==> config.mk <==
export PLATFORM = sky130hd
export DESIGN_NAME = msrv32_immediate_adder
export DESIGN_NICKNAME = d
export VERILOG_FILES = /design/src/rtl/msrv32_immediate_adder.sv
export SDC_FILE = /design/constraint.sdc
export NUM_CORES = 1
export LEC_CHECK = 0
export ABC_CLOCK_PERIOD_IN_PS = 6920
export BUFFER_PORTS_ARGS = -buffer_cell sky130_fd_sc_hd__buf_2
export CORE_ASPECT_RATIO = 0.6
export CORE_UTILIZATION = 49
export CTS_CLUSTER_SIZE = 14
export DETAILED_ROUTE_END_ITERATION = 10
export PLACE_DENSITY = 0.87
export SKIP_CTS_REPAIR_TIMING = 1
export SYNTH_ARGS = -nofsm -noshare
export SYNTH_HDL_FRONTEND = slang
export SYNTH_SLANG_ARGS = --single-unit
==> constraint.sdc <==
create_clock -name ms_riscv32_mp_clk_in -period 6.92 [get_ports ms_riscv32_mp_clk_in]
set_input_delay 1.384 -clock ms_riscv32_mp_clk_in [delete_from_list [all_inputs] [get_ports ms_riscv32_mp_clk_in]]
set_output_delay 1.384 -clock ms_riscv32_mp_clk_in [all_outputs]
set_load 0.05 [all_outputs]
==> src/rtl/msrv32_immediate_adder.sv <==
// Target-address adder: adds the immediate to PC or rs1 and keeps a registered copy.
// Optional JALR LSB clear is enabled by defining MSRV32_IADDER_JALR_LSB_CLR_EN.
module msrv32_immediate_adder (
    input  logic        ms_riscv32_mp_clk_in,
    input  logic        ms_riscv32_mp_rst_in,
    input  logic [31:0] pc_in,
    input  logic [31:0] rs1_in,
    input  logic [31:0] imm_in,
    input  logic        iadder_src_in,
    output logic [31:0] iadder_out,
    output logic [31:0] iadder_q_out,
    output logic        iadder_src_q_out,
    output logic        misaligned_out
);

    logic [31:0] base;
    logic [31:0] sum;

    always_comb begin
        base = iadder_src_in ? rs1_in : pc_in;
        sum  = base + imm_in;
`ifdef MSRV32_IADDER_JALR_LSB_CLR_EN
        // JALR targets drop bit 0; PC-relative targets are left untouched.
        if (iadder_src_in)
            sum[0] = 1'b0;
`endif
    end

    assign iadder_out     = sum;
    assign misaligned_out = sum[1];

    always_ff @(posedge ms_riscv32_mp_clk_in or posedge ms_riscv32_mp_rst_in) begin
        if (ms_riscv32_mp_rst_in) begin
            iadder_q_out     <= '0;
            iadder_src_q_out <= 1'b0;
        end else begin
            iadder_q_out     <= iadder_out;
            iadder_src_q_out <= iadder_src_in;
        end
    end

endmodule

==> impl_metrics.env <==
export IMPL_syn_area_um2=2967
export IMPL_place_gp_congestion=0.9370
export IMPL_htree_levels=2
export IMPL_synthTopCellsByArea="dfrtp_1, ha_1, mux2_2, xnor2_1, a21oi_1"
export IMPL_grt_pass1_vias=2846
export IMPL_fin_crit_sh_pct=86.66
export IMPL_synth_area_per_cell_um2=9.448
export IMPL_maxCapViolations=0
export IMPL_clock_path_buffers=2
export IMPL_vias=3181
export IMPL_status="complete, no violations"
export IMPL_die_area_um2=6380
export IMPL_critPathSlowestCell="ha_1"
export IMPL_hold_violations=0
export IMPL_grt_max_degree=34
export IMPL_drtIter0Drc=240
export IMPL_ys_ff_latch=33
export IMPL_routed_wl_um=9087
export IMPL_grt_setup_unrepaired="false"
export IMPL_path_cells="buf_2 > buf_4 > mux2_2 > ha_1 > a21oi_1 > nand2_1 > a31oi_1 > nor3b_1 > a31oi_1 > xnor2_1 > buf_2"
export IMPL_p_leak_nw=1.949
export IMPL_tightest_slew_ps=444.5
export IMPL_path_buf_inv=3
export IMPL_wl_per_cell_um=16.37
export IMPL_portBuffers=164
export IMPL_worstSetupStartpointType="primary input"
export IMPL_tritoncts="yes"
export IMPL_grt_pass1_wl_um=14000
export IMPL_drv_slew=0
export IMPL_critPathCaptureType="output port"
export IMPL_fin_area_um2=3931
export IMPL_cts_sinks=33
export IMPL_max_vdd_ir_drop_mv=0.1737
export IMPL_viasPerCell=5.732
export IMPL_coreArea_um2=5702
export IMPL_antenna_found_initial=0
export IMPL_mostFrequentLayoutCells="buf_2, dfrtp_1, mux2_2, a21oi_1, ha_1"
export IMPL_worstPathRequired_ps=5540
export IMPL_syn_to_final_growth_pct=32.52
export IMPL_postRouteAntennaNets=0
export IMPL_fin_util_pct=68.95
export IMPL_place_area_um2=3845
export IMPL_pre_cts_slack_ps=1038
export IMPL_crit_path_max_incr_delay_ps=410
export IMPL_grt_ovfl_total=0
export IMPL_cts_buffers=5
export IMPL_crit_family="compound AO/OA/AOI/OAI gates"
export IMPL_synth_seq_area_share_pct=27.84
export IMPL_crit_path_max_fanout=18
export IMPL_worst_slack_ps=923.0
export IMPL_syn_inst=314
export IMPL_clk_pin_slew_worst_paths_ps=80
export IMPL_synth_top_area_share_pct=27.84
export IMPL_relSlewSlack_pct=70.37
export IMPL_hold_class="in2async"
export IMPL_powerDensity_nw_per_um2=304.6
export IMPL_yosysTopAreaCell="dfrtp_1"
export IMPL_die_w_um=102.5
export IMPL_drt_pass1_iterations=5
export IMPL_hpwl_um=7512
export IMPL_async_reset_ff_share_pct=100.0
export IMPL_n_antenna_cell=0
export IMPL_num_nets_final=605
export IMPL_die_h_um=62.27
export IMPL_synth_fp_nets=445
export IMPL_ys_types=54
export IMPL_cts_root_buffer="clkbuf_8"
export IMPL_cp_data_arrival_time_ps=4610
export IMPL_crit_type="in2out"
export IMPL_grt_usage_pct=28.24
export IMPL_pin_count=165
export IMPL_start_util_pct=52.03
export IMPL_rows=21
export IMPL_yosys_warnings=0
export IMPL_drc=0
export IMPL_mostFrequentLayoutCell="buf_2"
export IMPL_drive_gt1_share_pct=44.84
export IMPL_yosys_most_used_dff="dfrtp_1"
export IMPL_final_setup_viol_count=0
export IMPL_max_freq_mhz=166.8
export IMPL_fin_crit_ps=5997
export IMPL_synth_edf_count=0
export IMPL_totalNegativeSetupSlack_ps=0
[cells in the mapped netlist (2+ instances only)]
cell type and n:
o21ai_1 2, nor3_1 6, a21oi_1 31, nand4_1 5, a21boi_1 2, a21o_1 11
a211o_1 2, nand2_2 2, o21ai_0 14, mux2i_1 2, inv_1 2, xnor2_1 19
clkbuf_1 8, xor2_1 10, nor2_1 17, and3_1 5, a31oi_1 8, or3_1 2
o211ai_1 5, mux2_2 31, o21a_1 4, o21bai_1 2, ha_1 31, o31a_1 2
nor2b_1 2, dfrtp_1 33, clkbuf_2 4, nor3b_1 2, nand2_1 19, nand3_1 5
o31ai_1 2, nand2b_1 2
[worst max-delay path by stage]
| stage | depth (start not counted) | startpoint | endpoint | slack (ps) |
|---|---|---|---|---|
| 2_1_floorplan | 11 | iadder_src_in | iadder_out[30] | 870 |
| 3_3_place_gp | 11 | iadder_src_in | iadder_out[29] | 1120 |
| 6_report | 11 | iadder_src_in | iadder_out[29] | 920 |
| 5_1_grt | 11 | iadder_src_in | iadder_out[30] | 800 |
| 4_1_cts | 10 | iadder_src_in | iadder_out[29] | 1030 |
| 3_5_place_dp | 10 | iadder_src_in | iadder_out[29] | 1040 |
[through the flow]
| stage | instances | hold WS (ps) | total power [mW] |
|---|---|---|---|
| 2_1_floorplan | 314 | 1415 | 0.8620 |
| 3_3_place_gp | 547 | 1493 | 1.040 |
| 3_5_place_dp | 547 | 1505 | 1.048 |
| 4_1_cts | 555 | 1199 | 1.195 |
| 5_1_grt | 555 | 1225 | 1.254 |
| 6_report | 555 | 1187 | 1.198 |
[per-layer routing]
metal | wire, um | GRT usage, %
met2 | 3798 | 42.00
met4 | 91 | 5.536
met3 | 837 | 5.856
met5 | 0 | 0
met1 | 4360 | 41.84
[final cells by class]
type	count	area, um^2
multi-input cells	266	2076
flip-flops and latches	33	825.8
repair buffers	166	835.8
clock inverters	3	17.52
clock buffers	5	68.82
fillers	458	1770
inverters	2	7.507
well taps	80	100.1
[registers in the layout (all words and copies together) (netlist names)]
| name | cells |
|---|---|
| iadder_src_q_out | 1 |
| iadder_q_out | 32 |
[cells by family after synthesis]
kind of cell               count (synthesis)  synth area share [%]
DFF                                       33                 27.84
adders and majority gates                 32                 13.75
and+or+nand+nor                           75                 12.95
buffers and inverters                     15                 2.193
muxes                                     33                 12.44
AOI/OAI and AO/OA                         97                 22.27
xor gates and xnor gates                  29                 8.562
[power breakdown]
group          internal, mW  total (mW)  switching [mW]
clock network        0.0695       0.148          0.0781
logic                 0.199       0.794           0.594
registers             0.243       0.256          0.0133
Power figures use the tool's default switching activity.
